**src/rtl/dma_sched_pkg.sv**
```systemverilog
// dma_sched_pkg: shared types for the DMA command scheduler.
// Optional feature macro: DMA_SCHED_WRITE_FENCE_EN (see top).
package dma_sched_pkg;

    localparam int MODE_W = 2;
    localparam int ADDR_W = 64;
    localparam int LEN_W  = 32;

    localparam logic [MODE_W-1:0] DMA_MODE_READ  = 2'd1;
    localparam logic [MODE_W-1:0] DMA_MODE_WRITE = 2'd2;

    typedef enum logic [2:0] {
        IDLE,
        ISSUE,
        WAIT,
        FENCE,
        DONE
    } state_t;

    typedef struct packed {
        logic [MODE_W-1:0] mode;
        logic [ADDR_W-1:0] ext_addr;
        logic [LEN_W-1:0]  len;
        logic [LEN_W-1:0]  stride;
        logic [LEN_W-1:0]  seg_stride;
        logic [LEN_W-1:0]  seg_count;
    } desc_t;

    function automatic logic mode_ok(input logic [MODE_W-1:0] m);
        return (m == DMA_MODE_READ) || (m == DMA_MODE_WRITE);
    endfunction

endpackage

```
**src/rtl/dma_cmd_scheduler_rr_arbiter.sv**
```systemverilog
// rr_arbiter: combinational round-robin pick, first request at/after ptr.
// Pointer state is owned by the instantiating block.
module rr_arbiter
    import dma_sched_pkg::*;
#(
    parameter int NUM_REQ = 4,
    parameter int RR_W    = 2
) (
    input  logic [NUM_REQ-1:0] req,
    input  logic [RR_W-1:0]    ptr,
    output logic [NUM_REQ-1:0] grant,
    output logic [RR_W-1:0]    idx,
    output logic               any
);

    logic [RR_W-1:0] k;

    // scan from ptr upward with wrap, first hit wins
    always_comb begin
        grant = '0;
        idx   = '0;
        any   = 1'b0;
        k     = '0;
        for (int i = 0; i < NUM_REQ; i++) begin
            k = RR_W'((int'(ptr) + i) % NUM_REQ);
            if (!any && req[k]) begin
                any      = 1'b1;
                grant[k] = 1'b1;
                idx      = k;
            end
        end
    end

endmodule

```
**src/rtl/dma_cmd_scheduler.sv**
```systemverilog
// dma_cmd_scheduler: shares one DMA command port among NUM_REQ requesters.
// Define DMA_SCHED_WRITE_FENCE_EN to hold write completion until writes drain.
module dma_cmd_scheduler
    import dma_sched_pkg::*;
#(
    parameter int NUM_REQ = 4,
    parameter int RR_W    = 2
) (
    input  logic                  clk,
    input  logic                  rst,
    input  logic [NUM_REQ-1:0]    req_valid,
    output logic [NUM_REQ-1:0]    req_ready,
    input  logic [NUM_REQ*2-1:0]  req_mode,
    input  logic [NUM_REQ*64-1:0] req_ext_addr,
    input  logic [NUM_REQ*32-1:0] req_len,
    input  logic [NUM_REQ*32-1:0] req_stride,
    input  logic [NUM_REQ*32-1:0] req_seg_stride,
    input  logic [NUM_REQ*32-1:0] req_seg_count,
    output logic [NUM_REQ-1:0]    req_done,
    output logic                  req_err,
    output logic                  dma_start,
    output logic [1:0]            dma_mode,
    output logic [63:0]           dma_ext_addr,
    output logic [31:0]           dma_len,
    output logic [31:0]           dma_stride,
    output logic [31:0]           dma_seg_stride,
    output logic [31:0]           dma_seg_count,
    input  logic                  dma_done,
    input  logic                  dma_queue_wr_ready,
    input  logic                  dma_write_idle,
    output logic                  busy,
    output logic [RR_W-1:0]       cur_owner
);

    state_t               state_q, state_d;
    logic [RR_W-1:0]      rr_ptr_q;
    logic [RR_W-1:0]      owner_q;
    desc_t                desc_q;
    desc_t                sel;
    logic                 err_q;
    logic [NUM_REQ-1:0]   grant;
    logic [RR_W-1:0]      grant_idx;
    logic                 grant_any;
    logic                 accept;

`ifndef DMA_SCHED_WRITE_FENCE_EN
    logic unused_write_idle;
    assign unused_write_idle = dma_write_idle;
`endif

    rr_arbiter #(
        .NUM_REQ (NUM_REQ),
        .RR_W    (RR_W)
    ) u_arb (
        .req   (req_valid),
        .ptr   (rr_ptr_q),
        .grant (grant),
        .idx   (grant_idx),
        .any   (grant_any)
    );

    assign accept = (state_q == IDLE) && grant_any;

    // pick the granted requester's descriptor fields
    always_comb begin
        sel            = '0;
        sel.mode       = req_mode[int'(grant_idx)*2 +: 2];
        sel.ext_addr   = req_ext_addr[int'(grant_idx)*64 +: 64];
        sel.len        = req_len[int'(grant_idx)*32 +: 32];
        sel.stride     = req_stride[int'(grant_idx)*32 +: 32];
        sel.seg_stride = req_seg_stride[int'(grant_idx)*32 +: 32];
        sel.seg_count  = req_seg_count[int'(grant_idx)*32 +: 32];
    end

    // state, owner, latched descriptor and round-robin pointer
    always_ff @(posedge clk) begin
        if (rst) begin
            state_q  <= IDLE;
            rr_ptr_q <= '0;
            owner_q  <= '0;
            desc_q   <= '0;
            err_q    <= 1'b0;
        end else begin
            state_q <= state_d;
            if (accept) begin
                desc_q  <= sel;
                owner_q <= grant_idx;
                err_q   <= !mode_ok(sel.mode);
            end
            if (state_q == DONE) begin
                rr_ptr_q <= RR_W'((int'(owner_q) + 1) % NUM_REQ);
            end
        end
    end

    // next state and handshake pulses; all pulses held low in reset
    always_comb begin
        state_d   = state_q;
        req_ready = '0;
        dma_start = 1'b0;
        req_done  = '0;
        req_err   = 1'b0;
        if (!rst) begin
            unique case (state_q)
                IDLE: begin
                    if (grant_any) begin
                        req_ready = grant;
                        state_d   = ISSUE;
                    end
                end
                ISSUE: begin
                    if (err_q) begin
                        state_d = DONE;
                    end else if (dma_queue_wr_ready) begin
                        dma_start = 1'b1;
                        state_d   = WAIT;
                    end
                end
                WAIT: begin
                    if (dma_done) begin
`ifdef DMA_SCHED_WRITE_FENCE_EN
                        if (desc_q.mode == DMA_MODE_WRITE) begin
                            state_d = FENCE;
                        end else begin
                            state_d = DONE;
                        end
`else
                        state_d = DONE;
`endif
                    end
                end
                FENCE: begin
`ifdef DMA_SCHED_WRITE_FENCE_EN
                    if (dma_write_idle) begin
                        state_d = DONE;
                    end
`else
                    state_d = IDLE;
`endif
                end
                DONE: begin
                    req_done[owner_q] = 1'b1;
                    req_err           = err_q;
                    state_d           = IDLE;
                end
                default: state_d = IDLE;
            endcase
        end
    end

    assign busy           = (state_q != IDLE);
    assign cur_owner      = owner_q;
    assign dma_mode       = desc_q.mode;
    assign dma_ext_addr   = desc_q.ext_addr;
    assign dma_len        = desc_q.len;
    assign dma_stride     = desc_q.stride;
    assign dma_seg_stride = desc_q.seg_stride;
    assign dma_seg_count  = desc_q.seg_count;

endmodule

```
**config.mk**
```make
export PLATFORM = sky130hd
export DESIGN_NAME = dma_cmd_scheduler
export DESIGN_NICKNAME = d
export VERILOG_FILES = /design/src/rtl/dma_sched_pkg.sv /design/src/rtl/dma_cmd_scheduler_rr_arbiter.sv /design/src/rtl/dma_cmd_scheduler.sv
export SDC_FILE = /design/constraint.sdc
export NUM_CORES = 1
export LEC_CHECK = 0
export CAP_MARGIN = 10
export CORE_AREA = 2 2 390 392
export CTS_CLUSTER_DIAMETER = 200
export DETAILED_ROUTE_END_ITERATION = 12
export DIE_AREA = 0 0 392 394
export GPL_TIMING_DRIVEN = 0
export MAX_ROUTING_LAYER = met4
export PLACE_DENSITY = 0.34
export SKIP_CTS_REPAIR_TIMING = 1
export SLEW_MARGIN = 20
export SYNTH_ARGS = -nofsm -noshare
export SYNTH_HDL_FRONTEND = slang
export SYNTH_HIERARCHICAL = 1
export SYNTH_SLANG_ARGS = --single-unit
```
**constraint.sdc**
```tcl
create_clock -name clk -period 4.97 [get_ports clk]
set_input_delay 0.497 -clock clk [delete_from_list [all_inputs] [get_ports clk]]
set_output_delay 0.497 -clock clk [all_outputs]
set_load 0.005 [all_outputs]
```
Yosys cells after proc, flatten, opt, wreduce, memory -nomap -nowiden. Index checks and enable logic that the tools add are counted.

Register bits: 202. Bits of input ports: 785. Output and inout port bits: 207.

Add/sub/neg operators: 4. Magnitude comparators: 10. Eq/ne operators: 8. Shift operators: 6. Muxes and demuxes: 46. Bitwise operators: 3. Reduce and logical (&&, ||, !) cells: 17.

Operator list (number): $shiftx A128 B8 Y32 (4); $shiftx A256 B9 Y64 (1); $mux W4 (9); $mux W1 (19); $lt A2 B3 Y1 const B (5); $mux W3 (4); $or A4 B4 Y4 (3); $demux W1 S2 (5); $ge A2 B1 Y1 const B (5); $logic_and A1 B1 Y1 (9); $pmux W3 S3 (1); $bmux W1 S2 (4); $mux W2 (4); $shiftx A8 B4 Y2 (1); $add A2 B1 Y2 const B (2); $add A2 B2 Y2 const B (2); $logic_not A1 Y1 (4); $ne A2 B2 Y1 const B (2); $eq A3 B1 Y1 const B (1); $eq A3 B2 Y1 const B (1); $eq A3 B3 Y1 const B (1); $logic_not A3 Y1 (1); $ne A3 B3 Y1 const B (1); $reduce_and A3 Y1 (1); 4 further kinds (4).

Longest topological paths before layout. Gate-level depths: netlist (run 1).

Depth in word-level cells: 16. Gate-level depth with buffers: 14. Depth with buffers taken out: 9.

Cells and area by module. Netlist (run 1), hierarchy kept.

By module, submodules not included: dma_cmd_scheduler (times used 1, cells each 1139, area an instance 11851.4 um^2, seq. area each 4043.9 um^2); rr_arbiter (times used 1, cells each 45, area an instance 419.2 um^2, seq. area each 0.0 um^2).

Least setup slack after synthesis (run 1). OpenSTA, ideal clock, no wires.

Path type: register to register. Start point: register rr_ptr_q[0]. End point: register desc_q, in the netlist dma_ext_addr[43]. Library setup time: 132 ps. Data arrival time: 2983 ps. Path slack: 1854 ps. Cell stages (with the launch flop): 15. Path buffers: 5. Cell sequence: dfxtp_1 > buf_6 > inv_1 > ha_1 > mux4_2 > buf_6 > and2b_2 > o21ai_0 > o31ai_1 > buf_2 > buf_2 > buf_4 > mux4_2 > nand2_1 > a21oi_1.

Word-level cells in the longest chain between the ends: 13. Elaborated cells between the ends (all ways): 27. Those cells by class: add/sub (3); shift (1); mux (16); reduce/logical (7).

RTL lines: start: declaration (RTL line dma_cmd_scheduler.sv:36) `logic [RR_W-1:0] rr_ptr_q;`; start signal: assignment (RTL line dma_cmd_scheduler.sv:91) `rr_ptr_q <= RR_W'((int'(owner_q) + 1) % NUM_REQ);`; branches (longest 11 deep; another with $add A2 B1 Y2); $mux W2 (*) (RTL line dma_cmd_scheduler_rr_arbiter.sv:26) `if (!any && req[k]) begin`; via grant_idx[0] (RTL line dma_cmd_scheduler.sv:42) `logic [RR_W-1:0] grant_idx;`; $shiftx A256 B9 Y64 (*) (RTL line dma_cmd_scheduler.sv:68) `sel.ext_addr = req_ext_addr[int'(grant_idx)*64 +: 64];`; end signal: assignment (RTL line dma_cmd_scheduler.sv:86) `desc_q <= sel;`; end: declaration (RTL line dma_cmd_scheduler.sv:38) `desc_t desc_q;`.

Mark *: on every way through the listed nets, which the timed path passes. The select of a mux whose other input is x is not followed. A chain may end at the register's enable or synchronous reset.

Final worst setup path (run 1).
Start point: register rr_ptr_q[0]. End point: output port req_ready[1].

Word-level cells in the longest chain between the ends: 15. Elaborated cells between the ends (all ways): 51. Those cells by class: add/sub (3); order compare (8); mux (27); bitwise (3); reduce/logical (10).

RTL lines: branches (longest 11 deep; another with $add A2 B1 Y2); $mux W1 (*) (RTL line dma_cmd_scheduler_rr_arbiter.sv:26); via grant_any (RTL line dma_cmd_scheduler.sv:43) `logic grant_any;`; $mux W4 (*) (RTL line dma_cmd_scheduler.sv:106) `if (grant_any) begin`; $mux W4 (*) (RTL line dma_cmd_scheduler.sv:104) `unique case (state_q)`; $mux W4 (*) (RTL line dma_cmd_scheduler.sv:103) `if (!rst) begin`; end: declaration (RTL line dma_cmd_scheduler.sv:12) `output logic [NUM_REQ-1:0] req_ready,`.

Marked as above.

==> results of run 1 <==
where the power goes:
part / leakage, uW / internal [uW] / total (uW) / switching [uW]
clock network: 0.000598 / 1690 / 2640 / 956
logic: 0.00651 / 2370 / 4750 / 2390
registers: 0.00167 / 2050 / 2320 / 265
total: 0.00878 / 6100 / 9710 / 3610
registers in the layout (all words and copies together) (netlist names):
signal and cells:
cur_owner 2, dma_ext_addr 64, dma_len 32, dma_mode 2
dma_seg_count 32, dma_seg_stride 32, dma_stride 32, err_q 1
rr_ptr_q 2, state_q 3
layout by cell type (no fill, tap or decap), drive strengths merged, types with 2 or more instances in the layout:
cell type and n:
nand3b 3, nor2 6, diode 16, nand2b 2
mux2i 3, nor3b 4, bufinv 5, mux2 2
ha 9, a22oi 8, and2 9, clkinv 6
a2111oi 2, o21ai 5, clkbuf 81, nand2 393
inv 6, nor4 3, buf 81, mux4 198
clkdlybuf4s50 989, nor4b 2, a21oi 198, dfxtp 202
metal layers:
layer  share of wire [%]  vias up
met2                  51      644
met1                  41     6917
li1                    -     6430
met5                   0        -
met4                 1.7        0
met3                 6.7      122
through the flow:
step	util (%)	cell area, um2	cells	TNS [ns]
global route	17.2	26000	4273	0
CTS	17.2	25900	4261	-1.03
detailed placement	16.4	24700	4203	-0.161
global placement	16.4	24700	4203	-0.304
finish	17.2	26000	4277	0
floorplan	-	12300	1184	0
logic make-up after synthesis:
logic type | count (synthesis)
AOI/OAI and AO/OA | 218
xor gates and xnor gates | 1
adders and majority gates | 9
buffers and inverters | 122
DFF | 202
muxes | 203
and+or+nand+nor | 429
path summary, 6_finish.rpt:
kind / start / end / slack (ns) / cells past startpoint
worst max-delay path: rr_ptr_q[0] / req_ready[1] / 0.33 / 13
worst min-delay path: dma_ext_addr[29] / dma_ext_addr[29] / 0.45 / 2
worst max register to register: rr_ptr_q[0] / dma_stride[17] / 0.36 / 13
worst min register to register: dma_ext_addr[29] / dma_ext_addr[29] / 0.45 / 2
critical path: cells and delay by family, from the launching register on:
| kind | cells | cell delay [ns] |
|---|---|---|
| buf+inv | 6 | 1.47 |
| simple gates | 5 | 1.00 |
| fa+ha+maj | 1 | 0.37 |
| flops | 1 | 0.41 |
| mux | 1 | 0.33 |
cell type report:
| class | instances | area (um2) |
|---|---|---|
| plain buffers | 116 | 708 |
| flip-flops and latches | 202 | 4050 |
| well taps | 2030 | 2540 |
| repair buffers | 989 | 9900 |
| clock buffers | 47 | 1020 |
| clock inverters | 11 | 180 |
| diodes | 16 | 40.0 |
| fillers | 16900 | 125000 |
| inverters | 6 | 22.5 |
| multi-input cells | 860 | 7510 |
==> impl_metrics.py, run 1 <==
metrics = {
    "sta": {
        "setup-violations-final": 0,
        "grt_setup_unrepaired": "false",
        "fin_crit_ns": 4.64,
        "fmax_mhz": 216,
        "hold_viol": 0,
        "fin_skew_ns": 0.0293,
        "tightest_slew_ns": 1.07,
        "slew_headroom_pct": 28.6,
        "fin_ws_ns": 0.330,
        "period_share_pct": 93.4,
        "holdWs_ns": 0.451,
        "slew_viol_final": 0,
    },
    "routing": {
        "route.detailed.drc": 0,
        "wirelength_um": 108000,
        "num_vias": 14100,
        "first_pass_iters": 4,
        "ant_nets": 0,
        "first_iter_violations": 671,
        "viasPerCell": 3.30,
        "wl_per_cell_um": 25.3,
    },
    "global_routing": {
        "grt_busiest_layer": "met2",
        "use_met3_pct": 3.55,
        "grt_pass1_wl_um": 138000,
        "grt_overflow_total": 0,
        "grt_max_degree": 11,
        "grt_pass1_vias": 14900,
        "antenna_found_initial": 58,
        "track_usage_pct": 13.9,
        "grt_util_met2_pct": 24.2,
        "use_met1_pct": 15.9,
    },
    "min_path": {
        "hold_class": "reg2reg",
    },
    "setup_path": {
        "cp.arrival_ns": 4.14,
        "cp_slowest_cell": "clkdlybuf4s50_1",
        "critPathCaptureType": "output pin",
        "crit_chain": "buf_6, inv_1, ha_1, mux4_2, buf_6, nor3_1, nand2b_2, or4b_1, clkbuf_4, buf_6, nor2_4, and2_1, clkdlybuf4s50_1",
        "cp_max_fo": 10,
        "worst_path_most_repeated_cell": "buf_6",
        "worstPathRequired_ns": 4.47,
        "critPathKind": "reg2out",
        "startpoint_type": "flop",
        "max_stage_delay_ns": 0.46,
    },
    "final_layout": {
        "syn_to_final_growth_pct": 112,
        "finalNetCount": 3004,
        "drive_gt1_share_pct": 15.4,
    },
    "power": {
        "leakage_uw": 0.00878,
        "total_power_uw": 9710,
        "p_per_area_mw_per_mm2": 374,
        "peakVddDrop_mv": 0.176,
    },
    "clock_network": {
        "cts_buffers": 35,
        "cts.sinks": 202,
        "clkSlewWorstSetupHoldPaths_ns": 0.05,
        "htree_levels": 2,
        "cts_tree": "yes",
        "clock-root-buffer": "clkbuf_16",
        "cts_buffer_depth": 3,
        "clk_latency_ns": 0.57,
    },
    "synth": {
        "synth_area_leaders": "mux4_2 (36%), dfxtp_1 (33%), nand2_1 (12%), a21oi_1 (8.1%), buf_6 (1.6%)",
        "synth_warnings": 6,
        "synth_fp_nets": 1978,
        "netlist_top_cells_count": "nand2_1 (393), dfxtp_1 (202), a21oi_1 (198), mux4_2 (196), buf_2 (38)",
        "synthAdderAreaFrac_pct": 0.918,
        "synth_mux_area_share_pct": 36.8,
        "synth_area_leader_cell": "mux4_2",
        "synth_flop_cell": "dfxtp_1",
        "avgSynthCellArea_um2": 10.4,
        "ys_ff_latch": 202,
        "yosysMostFrequentCell": "nand2_1",
        "synth_edf_count": 0,
        "async_reset_ff_share_pct": 0,
        "synth-simple-area-share_pct": 14.1,
        "synth_cell_types": 39,
        "synthXorXnorAreaFrac_pct": 0.0714,
        "synth_area_mm2": 0.0123,
        "synth_cells": 1184,
        "synth.yosys.seq_area_share_pct": 33.0,
        "synth_top_family_by_area": "multiplexers",
        "netlist.area_leader.share_pct": 36.0,
        "synth_compound_area_share_pct": 9.25,
    },
    "die": {
        "ios": 992,
        "initial_core_util_pct": 8.14,
        "die_x_um": 392,
        "dieArea_mm2": 0.154,
        "die_h_um": 394,
        "core_mm2": 0.151,
        "rows": 143,
    },
    "run": {
        "cap_violations": 0,
    },
    "status": {
        "status": "finished clean",
    },
    "place": {
        "place.port_buffers": 989,
        "place_congestion": 0.868,
        "dpl.hpwl_um": 94400,
        "dpl_worst_slack_ns": -0.0603,
    },
}
(Power assumes the default switching activity.)
==> inputs of run 2 (changes only) <==
CORE_AREA = 2 2 381 383   (was 2 2 390 392)
DIE_AREA = 0 0 383 385   (was 0 0 392 394)
PLACE_DENSITY = 0.35   (was 0.34)
SLEW_MARGIN = 10   (was 20)
==> run 2 against run 1 <==
Effect of this change: setup slack got worse by 0.0069 ns; flip-flop and latch count unchanged; critical path depth unchanged; final area decreased by 1.5%; final cell count decreased by 3.2%; combinational power about the same; fmax decreased by 0.15%; clock power decreased by 17%; critical path type unchanged; critical endpoint is now req_ready[2]; largest cell class unchanged.
==> impl_metrics.py, run 2 (synthesized netlist as in run 1, its figures left out) <==
metrics = {
    "clock_network": {
        "cts_buffers": 30,
        "cts.sinks": 202,
        "htree_levels": 1,
        "cts_tree": "yes",
        "clkSlewWorstSetupHoldPaths_ns": 0.06,
        "cts_buffer_depth": 3,
        "clock-root-buffer": "clkbuf_16",
        "clk_latency_ns": 0.62,
    },
    "global_routing": {
        "grt_pass1_vias": 14700,
        "antenna_found_initial": 24,
        "grt_overflow_total": 0,
        "track_usage_pct": 13.2,
        "grt_pass1_wl_um": 129000,
        "grt_max_degree": 16,
    },
    "routing": {
        "first_pass_iters": 5,
        "viasPerCell": 3.38,
        "wl_met2_um": 49500,
        "wirelength_um": 99900,
        "top_layer": "met4",
        "dr_wl_met3_um": 6800,
        "route.detailed.drc": 0,
        "wl_per_cell_um": 24.1,
        "first_iter_violations": 646,
        "ant_nets": 0,
        "drt-met1-wl_um": 42100,
        "num_vias": 14000,
    },
    "status": {
        "status": "finished clean",
    },
    "setup_path": {
        "critPathCaptureType": "output pin",
        "critPathKind": "reg2out",
        "worstPathRequired_ns": 4.47,
        "startpoint_type": "flop",
        "cp_max_fo": 10,
        "cp.arrival_ns": 4.15,
    },
    "final_layout": {
        "drive_gt1_share_pct": 15.0,
        "syn_to_final_growth_pct": 108,
        "final_common_cell": "clkdlybuf4s50_1",
        "final_cell_mix": "clkdlybuf4s50_1 (989), nand2_1 (393), dfxtp_1 (200)",
        "multi_input_area_mm2": 0.00751,
        "finalNetCount": 3001,
        "largest_reg_flops": 64,
        "regArea_mm2": 0.00405,
        "finalInstanceArea_mm2": 0.0256,
        "fillerInstances": 15900,
    },
    "die": {
        "ios": 992,
        "die_h_um": 385,
        "die_x_um": 383,
        "initial_core_util_pct": 8.57,
        "rows": 139,
        "dieArea_mm2": 0.147,
        "core_mm2": 0.143,
    },
    "sta": {
        "grt_setup_unrepaired": "false",
        "fmax_mhz": 215,
        "fin_crit_ns": 4.65,
        "holdWs_ns": 0.451,
        "slew_headroom_pct": 22.2,
        "setup-violations-final": 0,
        "tightest_slew_ns": 1.17,
        "fin_skew_ns": 0.0142,
        "period_share_pct": 93.5,
        "hold_viol": 0,
        "slew_viol_final": 0,
    },
    "place": {
        "place_congestion": 0.874,
        "place.port_buffers": 989,
        "dpl-instance-area_mm2": 0.0246,
        "dpl.hpwl_um": 87100,
    },
    "run": {
        "cap_violations": 0,
    },
    "power": {
        "power_frac_comb_pct": 51.4,
        "sequentialPowerShare_pct": 25.1,
        "p_int_uw": 5680,
        "peakVddDrop_mv": 0.270,
        "total_power_uw": 9250,
        "p_per_area_mw_per_mm2": 362,
        "leakage_uw": 0.00865,
        "pwr-share-clk_pct": 23.6,
        "swShare_pct": 38.6,
        "p_switching_uw": 3570,
    },
    "min_path": {
        "hold_class": "reg2reg",
    },
}
==> run 2: stage by stage <==
| stage | setup TNS, ns | setup WS, ns | std cells | utilization [%] |
|---|---|---|---|---|
| floorplan | 0 | 1.85 | 1184 | - |
| global placement | -0.799 | -0.138 | 4076 | 17.2 |
| detailed placement | 0 | 0.491 | 4078 | 17.2 |
| CTS | -0.128 | -0.0346 | 4133 | 17.9 |
| global route | 0 | 0.0367 | 4136 | 17.9 |
| finish | 0 | 0.323 | 4140 | 17.9 |
==> run 2: final timing paths <==
| kind | cells past startpoint | to | startpoint | slack (ns) |
|---|---|---|---|---|
| hold reg to reg | 2 | dma_len[21] | dma_len[21] | 0.45 |
| hold / removal | 2 | dma_len[21] | dma_len[21] | 0.45 |
| setup / recovery | 13 | req_ready[2] | rr_ptr_q[0] | 0.32 |
| setup reg to reg | 14 | dma_seg_count[1] | rr_ptr_q[0] | 0.78 |
==> run 2: cell type report <==
type	count	share of cell area, %
Inverter	6	0.0881
Clock buffer	45	3.43
Multi-Input combinational cell	860	29.4
Tap cell	1903	9.31
Sequential cell	202	15.8
Antenna cell	7	0.0685
Clock inverter	10	0.367
Buffer	116	2.73
Timing Repair Buffer	991	38.8
==> run 2: worst max-delay path, stage by stage, from the launching register on <==
cell and delay [ns]:
dfxtp_2 0.41, buf_6 0.17, inv_1 0.07, ha_1 0.36, mux4_2 0.25, buf_6 0.14
nor3_1 0.07, nand2b_1 0.19, or4b_1 0.49, clkbuf_4 0.29, buf_6 0.24, nor2_4 0.13
and2_1 0.15, clkdlybuf4s50_1 0.54
==> run 2: power by group through the flow <==
stage	combinational, uW	sequential (uW)	clock (uW)
after global placement	4900	2340	0
after floorplan	2040	2320	0
after global routing	5140	2370	2350
after detailed placement	4880	2350	0
final	4750	2320	2180
after CTS	4900	2320	2320
==> run 2: routing by layer <==
layer  vias to the layer above  global-route usage (%)
li1                       6409                       -
met1                      6931                    16.0
met2                       586                    22.2
met3                        75                    3.28
met4                         0                    2.25
met5                         -                       -
